**src/rtl/instr_loader_pkg.sv**
```systemverilog
// instr_loader_pkg: definitions shared by the instruction loader and its
// halt-word detector.
//   state_t / ST_*     : loader FSM state encoding (IDLE, LOAD, WRITE, DONE)
//   DEFAULT_HALT_WORD  : big-endian word that terminates a load session
// Optional feature macro used by the loader: LOADER_HALT_DETECT_EN.
package instr_loader_pkg;

  typedef logic [1:0] state_t;

  localparam state_t ST_IDLE  = 2'd0;
  localparam state_t ST_LOAD  = 2'd1;
  localparam state_t ST_WRITE = 2'd2;
  localparam state_t ST_DONE  = 2'd3;

  localparam logic [31:0] DEFAULT_HALT_WORD = 32'hFFFF_FFFF;

endpackage

```
**src/rtl/halt_word_detector.sv**
```systemverilog
// halt_word_detector: remembers the last three written bytes and flags a
// word-aligned big-endian match against HALT_WORD.
//   clk, rst_n   : clock, asynchronous active-low reset
//   clear        : empties the history (new session)
//   byte_strobe  : a byte is being written this cycle
//   byte_data    : the byte being written
//   addr_lsb     : low two bits of the write address
//   match        : combinational; high during the write of the last byte of
//                  an aligned word equal to HALT_WORD
module halt_word_detector
  import instr_loader_pkg::*;
#(
  parameter logic [31:0] HALT_WORD = DEFAULT_HALT_WORD
) (
  input  logic       clk,
  input  logic       rst_n,
  input  logic       clear,
  input  logic       byte_strobe,
  input  logic [7:0] byte_data,
  input  logic [1:0] addr_lsb,
  output logic       match
);

  logic [23:0] shift_reg;

  always_ff @(posedge clk or negedge rst_n) begin
    if (!rst_n) begin
      shift_reg <= '0;
    end else if (clear) begin
      shift_reg <= '0;
    end else if (byte_strobe) begin
      shift_reg <= {shift_reg[15:0], byte_data};
    end
  end

  // Only the byte landing at offset 3 closes a word; earlier offsets would be
  // unaligned matches and are deliberately ignored.
  assign match = byte_strobe && (addr_lsb == 2'd3) && ({shift_reg, byte_data} == HALT_WORD);

endmodule

```
**src/rtl/instruction_loader.sv**
```systemverilog
// instruction_loader: drives the instruction memory's byte-wide write port
// from a valid/ready byte stream, starting at address 0, big-endian order.
// Keeps the CPU stalled (o_busy) while a session runs; a session ends on a
// halt word, on writing the last cell, or on i_stop.
//   i_clk, i_rst_n   : clock, asynchronous active-low reset
//   i_start, i_stop  : begin (IDLE only) / end a session
//   i_byte, i_byte_valid, o_byte_ready : incoming byte handshake
//   o_addr, o_data, o_wr_en            : memory write port
//   o_busy, o_done, o_full, o_byte_count : session status
// Optional feature: define LOADER_HALT_DETECT_EN to enable halt-word
// detection; without it HALT_WORD has no effect.
module instruction_loader
  import instr_loader_pkg::*;
#(
  parameter int          NBITS     = 8,
  parameter int          CELLS     = 256,
  parameter logic [31:0] HALT_WORD = DEFAULT_HALT_WORD
) (
  input  logic             i_clk,
  input  logic             i_rst_n,
  input  logic             i_start,
  input  logic             i_stop,
  input  logic [7:0]       i_byte,
  input  logic             i_byte_valid,
  output logic             o_byte_ready,
  output logic [NBITS-1:0] o_addr,
  output logic [7:0]       o_data,
  output logic             o_wr_en,
  output logic             o_busy,
  output logic             o_done,
  output logic             o_full,
  output logic [NBITS:0]   o_byte_count
);

  state_t state_reg, state_next;
  logic   stop_pending_reg, stop_pending_next;

  logic             ready_next, wr_en_next, busy_next, done_next, full_next;
  logic [NBITS-1:0] addr_next;
  logic [7:0]       data_next;
  logic [NBITS:0]   count_next;

  logic start_accept, byte_accept, in_write, last_cell, halt_match;

  assign start_accept = (state_reg == ST_IDLE) && i_start;
  assign byte_accept  = (state_reg == ST_LOAD) && o_byte_ready && i_byte_valid;
  assign in_write     = (state_reg == ST_WRITE);
  assign last_cell    = (o_addr == NBITS'(CELLS - 1));

`ifdef LOADER_HALT_DETECT_EN
  // o_data holds the captured byte throughout WRITE, so it is the byte being
  // written and also what gets shifted into the history.
  halt_word_detector #(
    .HALT_WORD(HALT_WORD)
  ) u_halt_word_detector (
    .clk        (i_clk),
    .rst_n      (i_rst_n),
    .clear      (start_accept),
    .byte_strobe(in_write),
    .byte_data  (o_data),
    .addr_lsb   (o_addr[1:0]),
    .match      (halt_match)
  );
`else
  // Detection compiled out; the reference keeps HALT_WORD part of the
  // parameter list in both builds while contributing a constant 0.
  assign halt_match = HALT_WORD[0] & 1'b0;
`endif

  // State and all outputs are registered together.
  always_ff @(posedge i_clk or negedge i_rst_n) begin
    if (!i_rst_n) begin
      state_reg        <= ST_IDLE;
      stop_pending_reg <= 1'b0;
      o_byte_ready     <= 1'b0;
      o_addr           <= '0;
      o_data           <= '0;
      o_wr_en          <= 1'b0;
      o_busy           <= 1'b0;
      o_done           <= 1'b0;
      o_full           <= 1'b0;
      o_byte_count     <= '0;
    end else begin
      state_reg        <= state_next;
      stop_pending_reg <= stop_pending_next;
      o_byte_ready     <= ready_next;
      o_addr           <= addr_next;
      o_data           <= data_next;
      o_wr_en          <= wr_en_next;
      o_busy           <= busy_next;
      o_done           <= done_next;
      o_full           <= full_next;
      o_byte_count     <= count_next;
    end
  end

  // Next-state logic.
  always_comb begin
    state_next        = state_reg;
    stop_pending_next = 1'b0;
    case (state_reg)
      ST_IDLE:  if (i_start) state_next = ST_LOAD;
      ST_LOAD: begin
        // o_byte_ready is already high here, so a byte offered together with
        // i_stop has been handed over; write it first, then finish.
        if (byte_accept) begin
          state_next        = ST_WRITE;
          stop_pending_next = i_stop;
        end else if (i_stop) begin
          state_next = ST_DONE;
        end
      end
      ST_WRITE: begin
        if (halt_match || last_cell || i_stop || stop_pending_reg) state_next = ST_DONE;
        else                                                        state_next = ST_LOAD;
      end
      default:  state_next = ST_IDLE;
    endcase
  end

  // Output logic: next values of the registered outputs. Strobes are decoded
  // from state_next so they line up with the state they describe.
  always_comb begin
    ready_next = (state_next == ST_LOAD);
    wr_en_next = (state_next == ST_WRITE);
    busy_next  = (state_next != ST_IDLE);
    done_next  = (state_next == ST_DONE);
    addr_next  = o_addr;
    data_next  = o_data;
    full_next  = o_full;
    count_next = o_byte_count;
    if (start_accept) begin
      addr_next  = '0;
      count_next = '0;
      full_next  = 1'b0;
    end
    if (byte_accept) begin
      data_next = i_byte;
    end
    if (in_write) begin
      count_next = o_byte_count + (NBITS + 1)'(1);
      // The last cell ends the session, so the address parks there instead
      // of wrapping to 0.
      if (last_cell) full_next = 1'b1;
      else           addr_next = o_addr + NBITS'(1);
    end
  end

endmodule

```
**config.mk**
```make
export PLATFORM = sky130hd
export DESIGN_NAME = instruction_loader
export DESIGN_NICKNAME = d
export VERILOG_FILES = /design/src/rtl/instr_loader_pkg.sv /design/src/rtl/halt_word_detector.sv /design/src/rtl/instruction_loader.sv
export SDC_FILE = /design/constraint.sdc
export NUM_CORES = 1
export LEC_CHECK = 0
export BUFFER_PORTS_ARGS = -buffer_cell sky130_fd_sc_hd__buf_2
export CELL_PAD_IN_SITES_DETAIL_PLACEMENT = 1
export CELL_PAD_IN_SITES_GLOBAL_PLACEMENT = 1
export CORE_ASPECT_RATIO = 0.6
export CORE_UTILIZATION = 39
export DETAILED_ROUTE_END_ITERATION = 8
export PLACE_DENSITY_LB_ADDON = 0.1
export SLEW_MARGIN = 25
export SYNTH_ARGS = -nofsm -noshare
export SYNTH_HDL_FRONTEND = slang
export SYNTH_SLANG_ARGS = --single-unit
```
**constraint.sdc**
```tcl
create_clock -name i_clk -period 2.15 [get_ports i_clk]
set_clock_uncertainty 0.2 [all_clocks]
set_input_delay 0.1075 -clock i_clk [delete_from_list [all_inputs] [get_ports i_clk]]
set_output_delay 0.1075 -clock i_clk [all_outputs]
set_load 0.05 [all_outputs]
```
* Yosys cells after proc, flatten, opt, wreduce, memory -nomap -nowiden *
Index checks and enable logic that the tools add are counted.

storage, ports and cells
  output and inout port bits = 30
  logic and storage cells = 41
  bits in registers = 33

cells by class
  reductions and logical operators = 8
  muxes and demuxes = 15
  add/subtract/negate cells = 2
  equal/unequal tests = 6

operator list
  operator                                                          number
  8-bit 2-to-1 mux                                                  3
  9-bit 2-to-1 mux                                                  2
  9-bit by 1-bit adder with 9-bit output (second input constant)    1
  8-bit by 1-bit adder with 8-bit output (second input constant)    1
  8-bit == test (second input constant)                             1
  2-bit 2-to-1 mux                                                  4
  2-bit == test (second input constant)                             3
  2-bit case mux with 3 select lines                                1
  1-bit 2-to-1 mux                                                  5
  2-bit by 1-bit == test with 1-bit output (second input constant)  2
  2-bit nonzero test                                                2
  1-bit logical AND                                                 3
  2-bit logical NOT                                                 1
  1-bit logical OR                                                  2

* Depth between registers and ports, before layout *
Gate-level depths: netlist of run 1.

  depth after elaboration = 6
  gate-level depth with buffers = 6
  depth with buffers taken out = 4

* Least setup slack after synthesis of run 1 *
Ideal clock, no wire load.

  path type = register to register
  start = register o_addr[4]
  end = register o_addr[7]
  arrival = 1.645 ns
  cell stages (with the launch flop) = 5
  path buffers = 1
  required time = 1.830 ns
  setup slack = 0.185 ns
  library setup time = 0.120 ns
  path through = dfrtp_1 -> clkbuf_1 -> nand4_1 -> or4_1 -> a31o_1

on the way
  cells in the longest elaborated chain, start to end = 3
  elaborated cells on any way between the ends = 4

ends and longest elaborated chain
  element                                                                         RTL line                                             RTL
  start, declared                                                                 instruction_loader.sv:26                             output logic [NBITS-1:0] o_addr,
  start signal, assigned                                                          instruction_loader.sv:87                             o_addr <= addr_next;
  8-bit by 1-bit adder with 8-bit output / 8-bit == test (equally long branches)  instruction_loader.sv:145, instruction_loader.sv:48
  8-bit 2-to-1 mux *                                                              instruction_loader.sv:144                            if (last_cell) full_next = 1'b1;
  8-bit 2-to-1 mux *                                                              instruction_loader.sv:140                            if (in_write) begin
  via addr_next[7]                                                                instruction_loader.sv:39                             logic [NBITS-1:0] addr_next;

The timed path passes the listed nets; every way through them passes the cells marked *.
A chain may end at the register's enable or synchronous reset.

* Worst setup path after layout of run 1 *
  start = register state_reg[0]
  end = register o_byte_count[5]

on the way
  cells in the longest elaborated chain, start to end = 3
  elaborated cells on any way between the ends = 5

ends and longest elaborated chain
  element                              RTL line                  RTL
  start, declared                      instruction_loader.sv:35  state_t state_reg, state_next;
  start signal, assigned               instruction_loader.sv:84  state_reg <= state_next;
  2-bit logical NOT                    instruction_loader.sv:45  assign start_accept = (state_reg == ST_IDLE) && i_start;
  1-bit logical AND                    instruction_loader.sv:45
  2-bit nonzero test (no source line)  n/a
  end signal, assigned                 instruction_loader.sv:93  o_byte_count <= count_next;
  end, declared                        instruction_loader.sv:32  output logic [NBITS:0] o_byte_count

Parallel ways exist; a longest one is shown, timed or not.

==> flow_summary.toml, run 1 <==
[logic_synthesis]
syn-instance-count = 139
ys_ff_latch = 33
yosys-top-cells-count = "dfrtp_1 (33), nand2_1 (18), mux2_2 (9)"
synth-edff-count = 0
syn_avg_cell_area_um2 = 11.0
synth_top_area_cell = "dfrtp_1"
synth.top_cells.by_area = "dfrtp_1 (54%), mux2_2 (6.6%), nand2_1 (4.4%)"
synth_area_um2 = 1530
synth_top_area_share_pct = 54.0
synth-async-reset-ratio_pct = 100
syn_nets = 154
ys_warn_count = 0
yosys_most_used_dff = "dfrtp_1"
ys_seq_area_share_pct = 54.0
yosysUniqueCellTypes = 41
synth_most_common_cell = "dfrtp_1"

[global_route]
grt_overflow = 0
grt_pass1_vias = 1235
grt_pass1_wl_um = 6000
grt_usage_pct = 19.0
antenna_found_initial = 0
grt_max_degree = 34

[route]
vias_per_cell = 5.34
drc = 0
wirelength_um = 3700
drt-initial-drc-count = 52
final_antenna_net_count = 0
drtPass1Iterations = 4
dr_total_vias = 1292
drt-wirelength-per-cell_um = 15.3

[sta]
setup_tns_ns = 0
timing.slew.headroom_pct = 52.5
hold_viol = 0
setup_slack_ns = 0.307
clock.fmax_ghz = 0.542
setup_viol = 0
fin_crit_ns = 1.84
tightest_slew_ns = 0.712
rsz0062_at_grt = "false"
slew_viol_final = 0
fin_crit_sh_pct = 85.7

[worst_setup_path]
slowest_delay_ns = 0.66
path_class = "reg -> reg"
critPathTopFamily = "simple AND/OR/NAND/NOR gates"
cp.required_ns = 2.10
critPathSlowestCell = "or3b_1"
cp.arrival_ns = 1.79
critPathBufInv = 0
cp_cell_sequence = "or3b_1 -> o311ai_0 -> o41ai_1"
timing.rr.end = "o_byte_count[5]$_DFFE_PN0P_"
r2r_start = "state_reg[0]$_DFF_PN0_"
cp_max_fo = 16
cp-end-kind = "flip-flop"
reg2reg_depth = 3
startpoint_type = "flip-flop"
r2r_slack_ns = 0.31

[place]
post_dp_cell_area_um2 = 1780
io_buffers = 42
globalplace.congestion = 0.767
pre_cts_ws_ns = 0.351
dp_hpwl_um = 2560

[cts]
h-tree-depth = 2
ctsResizeCount = 0
cts_root_buf = "clkbuf_8"
cts_inserted_buffers = 5
cts_tree = "done"
clock_sinks = 33
clk_pin_slew_worst_paths_ns = 0.07
clockBufferDepth = 2
insertion_delay_ns = 0.29

[final_layout]
largest_register_ffs = 9
reg_top3 = "o_byte_count (9), o_addr (8), o_data (8)"
top_register = "o_byte_count"
nets = 209
fin_util_pct = 54.0
design_area_um2 = 2000
drive_gt1_share_pct = 32.8
antennaDiodeCount = 0
area_growth_pct = 30.7

[floorplan]
start_util_pct = 41.3
dieArea_um2 = 4190
die_w_um = 82.9
core_um2 = 3700
row_count = 17
io_pins = 43
die_y_um = 50.5

[hold_path]
hold_depth = 3
min_to = "stop_pending_reg$_DFF_PN0_"
hp-start = "i_byte_valid"
min_path_type = "in -> reg"

[flow_run]
cap_violations = 0

[power]
ir_drop_uv = 760
p_leak_nw = 0.977
p_per_area_nw_per_um2 = 1440

[run_status]
status = "complete, no violations"
worst max-delay path by stage:
stage                                  end  cells after the start  slack (ns)                    from
2_1_floorplan          o_addr[7]$_DFF_PN0_                      4        0.19     o_addr[4]$_DFF_PN0_
3_3_place_gp   o_byte_count[6]$_DFFE_PN0P_                      3        0.41  state_reg[1]$_DFF_PN0_
3_5_place_dp   o_byte_count[5]$_DFFE_PN0P_                      3        0.35  state_reg[1]$_DFF_PN0_
4_1_cts        o_byte_count[5]$_DFFE_PN0P_                      3        0.31  state_reg[1]$_DFF_PN0_
5_1_grt                o_addr[0]$_DFF_PN0_                      4        0.20     o_addr[0]$_DFF_PN0_
6_report       o_byte_count[5]$_DFFE_PN0P_                      3        0.31  state_reg[0]$_DFF_PN0_
worst min-delay path: cells and delay by family:
family,cells,cell delay (ns)
simple gates,2,0.27
buf+inv,1,0.12
routing by layer:
layer / up-vias / share of wire, % / GRT usage, %
met4: 0 / 1.1 / 6.90
li1: 626 / - / -
met3: 5 / 4.7 / 5.76
met5: - / 0 / 0
met2: 31 / 44 / 27.9
met1: 630 / 50 / 26.7
power breakdown:
group	switching, mW	internal, mW	total (mW)	leakage, nW
logic	0.911	0.366	1.28	0.489
clock network	0.236	0.377	0.613	0.0574
registers	0.184	0.807	0.991	0.430
what timing repair did:
action	4_1_cts	5_1_grt
endpoints found under the hold margin	42	0
endpoints found under the setup margin	0	0
hold buffers	10	0
buffers inserted	0	0
cell type report:
cell class	instances	area (µm²)
fillers	434	1700
clock inverters	2	37.5
repair buffers	54	325
multi-input cells	95	651
well taps	47	58.8
inverters	5	18.8
flip-flops and latches	33	826
clock buffers	6	82.6
stage by stage:
stage	power [mW]	hold slack, ns	instances
final	2.88	0.0402	242
after global routing	3.04	0.0456	242
after CTS	2.91	0.0287	242
after detailed placement	2.26	0.0157	224
after global placement	2.23	0.00546	224
after floorplan	1.95	-0.388	139
cells by family after synthesis:
group                      after synthesis  share of synthesized area [%]
DFF                                     33                           54.0
muxes                                   14                           9.89
buffers and inverters                   11                           3.52
AOI/OAI and AO/OA                       29                           13.2
adders and majority gates                2                           1.64
and+or+nand+nor                         50                           17.7
cells in the final DEF (no fill, tap or decap), types with 4 or more instances in the layout:
cell type	n
buf_2	42
clkbuf_8	6
dfrtp_1	33
dlygate4sd3_1	10
inv_1	5
mux2_2	9
mux2i_1	5
nand2_1	18
nand3_1	8
nand4_1	4
o21ai_0	7
Power figures use the tool's default switching activity.
==> run 2: changes to the inputs <==
Settings changed: CORE_ASPECT_RATIO 0.6 to 1.2, SYNTH_HIERARCHICAL set to 1.
==> run 2 against run 1 <==
Effect of this change:
- cell count grew 1.2%
- core utilization shrank 0.23 points
- sequential share of layout area grew 0.26 points
- flip-flop and latch count is the same
- synthesized area is the same
- critical path type unchanged
- critical endpoint is now o_addr[1]$_DFF_PN0_
- largest power group unchanged
- highest routed layer unchanged
==> flow_summary.toml, run 2 <==
[run_status]
status = "complete, no violations"

[floorplan]
dieArea_um2 = 4180
io_pins = 43
die_w_um = 59.2
die_y_um = 70.6
row_count = 24
core_um2 = 3690
start_util_pct = 41.4

[route]
vias_per_cell = 5.22
wirelength_um = 3650
drt-wirelength-per-cell_um = 14.9
drtPass1Iterations = 3
drc = 0
drt-initial-drc-count = 62
final_antenna_net_count = 0
dr_total_vias = 1280

[worst_setup_path]
cp.arrival_ns = 1.74
path_class = "reg -> reg"
cp_cell_sequence = "nor2b_1 -> o21ai_0 -> mux2i_1"
r2r_slack_ns = 0.36
slowest_delay_ns = 0.53
critPathSlowestCell = "dfrtp_1"
cp.required_ns = 2.10
cp_max_fo = 9
startpoint_type = "flip-flop"
cp-end-kind = "flip-flop"

[cts]
clockBufferDepth = 2
h-tree-depth = 2
post-cts-setup-buffers = 0
cts_root_buf = "clkbuf_8"
ctsResizeCount = 0
insertion_delay_ns = 0.29
postCtsHoldBufs = 10
cts_inserted_buffers = 5
clk_pin_slew_worst_paths_ns = 0.07
cts_tree = "done"
clock_sinks = 33

[final_layout]
drive_gt1_share_pct = 31.6
antennaDiodeCount = 0
fill_cells = 432
final_common_cell = "buf_2"
top_register = "o_byte_count"
reg_top3 = "o_byte_count (9), o_addr (8), o_data (8)"
design_area_um2 = 1990
area_growth_pct = 29.8
most-common-layout-cells = "buf_2 (42), dfrtp_1 (33), nand2_1 (18)"
nets = 207
largest_register_ffs = 9

[logic_synthesis]
synth_top_family_by_area = "simple AND/OR/NAND/NOR gates"
synthXorXnorAreaFrac_pct = 0
syn_avg_cell_area_um2 = 11.0
synthSimpleGateAreaFrac_pct = 17.7
ys_ff_latch = 33
yosysUniqueCellTypes = 41
syn-instance-count = 139
synth-async-reset-ratio_pct = 100
synth-edff-count = 0
ys_seq_area_share_pct = 54.0
ys_warn_count = 6
synth.top_cells.by_area = "dfrtp_1 (54%), mux2_2 (6.6%), nand2_1 (4.4%)"
yosys_most_used_dff = "dfrtp_1"
synth_area_um2 = 1530
synth-compound-area-share_pct = 13.2
yosys-top-cells-count = "dfrtp_1 (33), nand2_1 (18), mux2_2 (9)"
synth_top_area_cell = "dfrtp_1"
synth_fa_ha_area_share_pct = 1.64
syn_nets = 154
synth_most_common_cell = "dfrtp_1"
synthMuxAreaShare_pct = 9.89
synth_top_area_share_pct = 54.0

[sta]
setup_slack_ns = 0.360
rsz0062_at_grt = "false"
tightest_slew_ns = 0.726
fin_crit_ns = 1.79
timing.slew.headroom_pct = 51.6
clock.fmax_ghz = 0.559
setup_tns_ns = 0
slew_viol_final = 0
setup_viol = 0
fin_crit_sh_pct = 83.3
hold_viol = 0

[place]
dp_hpwl_um = 2530
io_buffers = 42
globalplace.congestion = 0.777
pre_cts_ws_ns = 0.354
post_dp_cell_area_um2 = 1770

[global_route]
grt_usage_pct = 20.4
grt_max_degree = 34
grt_pass1_wl_um = 6440
antenna_found_initial = 0
grt_pass1_vias = 1315
grt_overflow = 0

[power]
ir_drop_uv = 938
p_per_area_nw_per_um2 = 1430
p_leak_nw = 0.968

[flow_run]
cap_violations = 0

[hold_path]
min_path_type = "in -> reg"
==> run 2: cell counts after synthesis <==
Identical to the previous run, type by type.
==> run 2: power by group <==
part | internal, mW | switching, mW
registers | 0.807 | 0.179
logic | 0.348 | 0.898
clock network | 0.378 | 0.224
total | 1.53 | 1.30
==> run 2: through the flow <==
step           util (%)  hold WS [ns]  std cells  total power [mW]
6_report           53.8      0.000756        245              2.83
5_1_grt            53.8        0.0334        245              3.00
4_1_cts            53.8       0.00506        245              2.87
3_5_place_dp       47.9        0.0106        227              2.25
3_3_place_gp       47.9       0.00697        227              2.20
2_1_floorplan         -        -0.388        139              1.95
==> run 2: final cells by class <==
class,count,area [µm²],share of cell area (%)
inverters,5,18.8,0.945
well taps,52,65.1,3.27
clock inverters,1,30.0,1.51
multi-input cells,95,651,32.7
clock buffers,7,86.3,4.35
repair buffers,52,310,15.6
flip-flops and latches,33,826,41.6
==> run 2: kinds of logic (layout without fill, tap and decap cells) <==
kind of cell / count (synthesis) / count (layout)
simple gates: 50 / 50
flops: 33 / 33
compound gates: 29 / 29
mux: 14 / 14
buf+inv: 11 / 65
fa+ha+maj: 2 / 2
==> run 2: final timing paths <==
path / from / cells past startpoint / endpoint
max in group asynchronous: i_rst_n / 2 / o_data[3]$_DFFE_PN0P_
hold reg to reg: o_byte_count[8]$_DFFE_PN0P_ / 1 / o_byte_count[8]$_DFFE_PN0P_
setup reg to reg: state_reg[1]$_DFF_PN0_ / 3 / o_addr[1]$_DFF_PN0_
hold / removal: i_start / 4 / o_addr[2]$_DFF_PN0_
min in group asynchronous: i_rst_n / 2 / o_addr[6]$_DFF_PN0_
setup / recovery: state_reg[1]$_DFF_PN0_ / 3 / o_addr[1]$_DFF_PN0_
==> run 2: routing by layer <==
layer	track usage (%)	share of wire (%)	vias to the layer above
met2	33.2	54	23
met5	0	0	-
met3	4.57	3.4	5
li1	-	-	614
met4	7.94	1.8	0
met1	26.0	41	638
==> run 2: worst max-delay path, delay by kind of cell, from the launching register on <==
| family | cells | cell delay, ns |
|---|---|---|
| flops | 1 | 0.53 |
| simple gates | 1 | 0.45 |
| compound gates | 1 | 0.29 |
| mux | 1 | 0.19 |
==> run 3: changes to the inputs <==
Settings changed: CORE_UTILIZATION 39 to 35.
Clock period 2.15 ns to 1.47 ns, I/O delays scaled along.
==> run 3 against run 2 <==
Effect of this change:
- the flow now finishes with violations (negative hold slack, negative setup slack)
- sequential share of layout area is 8.6 points lower
- count of clock-buffer cells in the layout is 1 lower
- die area is 11% higher
- wire length is 31% higher
- flip-flop and latch count stayed put
- global-route usage is 0.25 points lower
- fmax is 12% higher
- clock power is 51% higher
- total power is 79% higher
- cell count is 14% higher
- first-iteration DRC count is 34% higher
- largest cell class is now multi-input combinational cells
- highest routed layer unchanged
==> flow_summary.toml, run 3 (synthesized netlist as in run 2, its figures left out) <==
[floorplan]
start_util_pct = 37.6
core_um2 = 4070
dieArea_um2 = 4640
row_count = 25
die_y_um = 74.4
io_pins = 43
die_w_um = 62.4

[sta]
fin_crit_ns = 1.60
worst_hold_slack_ns = -0.00139
fin_crit_sh_pct = 109
tightest_slew_ns = 0.434
clock.fmax_ghz = 0.625
setup_tns_ns = -1.17
timing.slew.headroom_pct = 71.1
rsz0062_at_grt = "true"
setup_viol = 23
setup_slack_ns = -0.131
slew_viol_final = 0
hold_viol = 1

[final_layout]
fill_cells = 425
final_common_cell = "buf_2"
top_register = "o_byte_count"
multiInputGateArea_um2 = 913
design_area_um2 = 2560
antennaDiodeCount = 0
largest_register_ffs = 9
final_cells = 280
fin_util_pct = 63.0
area_growth_pct = 67.5
drive_gt1_share_pct = 61.5
reg_top3 = "o_byte_count (9), o_addr (8), o_data (8)"
most-common-layout-cells = "buf_2 (42), buf_4 (20), dfrtp_1 (18)"
ff_latch_area_um2 = 845
nets = 240

[power]
swShare_pct = 45.1
power_mw = 5.06
p_per_area_nw_per_um2 = 1970
p_comb_share_pct = 52.8
p_int_mw = 2.78
p_clk_share_pct = 18.0
p_seq_share_pct = 29.3
power.switching_mw = 2.28
ir_drop_uv = 1240
p_leak_nw = 1.18

[worst_setup_path]
critPathSlowestCell = "or4_1"
r2r_start = "o_addr[0]$_DFF_PN0_"
slowest_delay_ns = 0.49
cp.arrival_ns = 1.58
reg2reg_depth = 3
timing.rr.end = "o_addr[7]$_DFF_PN0_"
cp_max_fo = 3
r2r_slack_ns = -0.13
cp_cell_sequence = "ha_4 -> or4_1 -> a31o_1"
path_class = "reg -> reg"
cp.required_ns = 1.45
cp-end-kind = "flip-flop"
startpoint_type = "flip-flop"

[flow_run]
cap_violations = 0

[place]
pre_cts_ws_ns = -0.191
io_buffers = 42
dp_hpwl_um = 2950
post_dp_cell_area_um2 = 2070
globalplace.congestion = 0.769
dpl.cell_count = 256

[route]
drt-initial-drc-count = 83
dr_total_vias = 1458
drtPass1Iterations = 4
wirelength_um = 4780
drt-wirelength-per-cell_um = 17.1
drc = 0
vias_per_cell = 5.21
final_antenna_net_count = 0

[cts]
cts_tree = "done"
clk_pin_slew_worst_paths_ns = 0.07
cts_inserted_buffers = 5
h-tree-depth = 2
clock_sinks = 33
clockBufferDepth = 2
insertion_delay_ns = 0.29
cts_root_buf = "clkbuf_8"

[hold_path]
min_path_type = "in -> reg"
min_to = "state_reg[0]$_DFF_PN0_"
hold_depth = 4
hp-start = "i_start"

[global_route]
grt_pass1_vias = 1585
grt_overflow = 0
busiest_layer = "met2"
use_met3_pct = 3.37
met2_usage_pct = 39.3
grt_usage_pct = 20.2
grt_pass1_wl_um = 7180
antenna_found_initial = 0
met1_usage_pct = 22.0
grt_max_degree = 34

[run_status]
violations = "negative hold slack, negative setup slack"
status = "finished, violations left"
[run 3: changes by cell type in the layout (fill, tap and decap cells not counted), moves of 3 or more]
| cell | before | now |
|---|---|---|
| nand3_1 | 8 | 3 |
| o21ai_0 | 7 | 2 |
| buf_6 | 0 | 10 |
| o311ai_0 | 3 | 0 |
| nand3_4 | 0 | 4 |
| buf_4 | 0 | 20 |
| dfrtp_1 | 33 | 18 |
| dfrtp_2 | 0 | 15 |
[run 3: worst max path at each step]
stage	from	end	slack, ns	cells after the start
3_3_place_gp	state_reg[0]$_DFF_PN0_	o_addr[7]$_DFF_PN0_	-0.15	3
5_1_grt	o_addr[0]$_DFF_PN0_	o_addr[7]$_DFF_PN0_	-0.16	4
6_report	o_addr[0]$_DFF_PN0_	o_addr[7]$_DFF_PN0_	-0.13	3
2_1_floorplan	o_addr[0]$_DFF_PN0_	o_addr[7]$_DFF_PN0_	-0.27	3
4_1_cts	o_addr[0]$_DFF_PN0_	o_addr[7]$_DFF_PN0_	-0.12	3
3_5_place_dp	state_reg[0]$_DFF_PN0_	o_byte_ready$_DFF_PN0_	-0.19	4
[run 3: power groups by stage]
stage | registers (mW) | logic (mW) | clock network (mW)
global route | 1.53 | 2.82 | 0.954
detailed placement | 1.47 | 2.23 | 0
finish | 1.48 | 2.67 | 0.908
floorplan | 2.28 | 0.733 | 0
CTS | 1.47 | 2.39 | 0.922
global placement | 1.44 | 2.17 | 0
[run 3: repair_timing]
action | 4_1_cts | 5_1_grt
endpoints found under the setup margin | 30 | 28
pin swaps | 6 | 14
setup buffers | 1 | 4
endpoints found under the hold margin | 45 | 0
cloned | 0 | 1
hold buffers | 11 | 0
gates resized for setup | 23 | 24
[run 3: area by class of cell]
cell class	count	area share [%]
multi-input combinational	96	35.6
tap	54	2.64
inverter	5	0.732
clock inverter	2	1.46
sequential	33	33.0
clock buffer	6	3.22
timing repair buffer	84	23.3
[run 3: worst max-delay path: cells and delay by family (launching register included)]
| kind | cells | cell delay (ns) |
|---|---|---|
| AO/OA/AOI/OAI | 1 | 0.18 |
| adder cells (fa/ha/maj) | 1 | 0.18 |
| flip-flops | 1 | 0.44 |
| AND/OR/NAND/NOR | 1 | 0.49 |
[run 3: per-layer routing]
metal / share of wire [%] / up-vias
li1: - / 687
met1: 39 / 728
met2: 56 / 34
met3: 2.5 / 9
met4: 1.9 / 0
met5: 0 / -
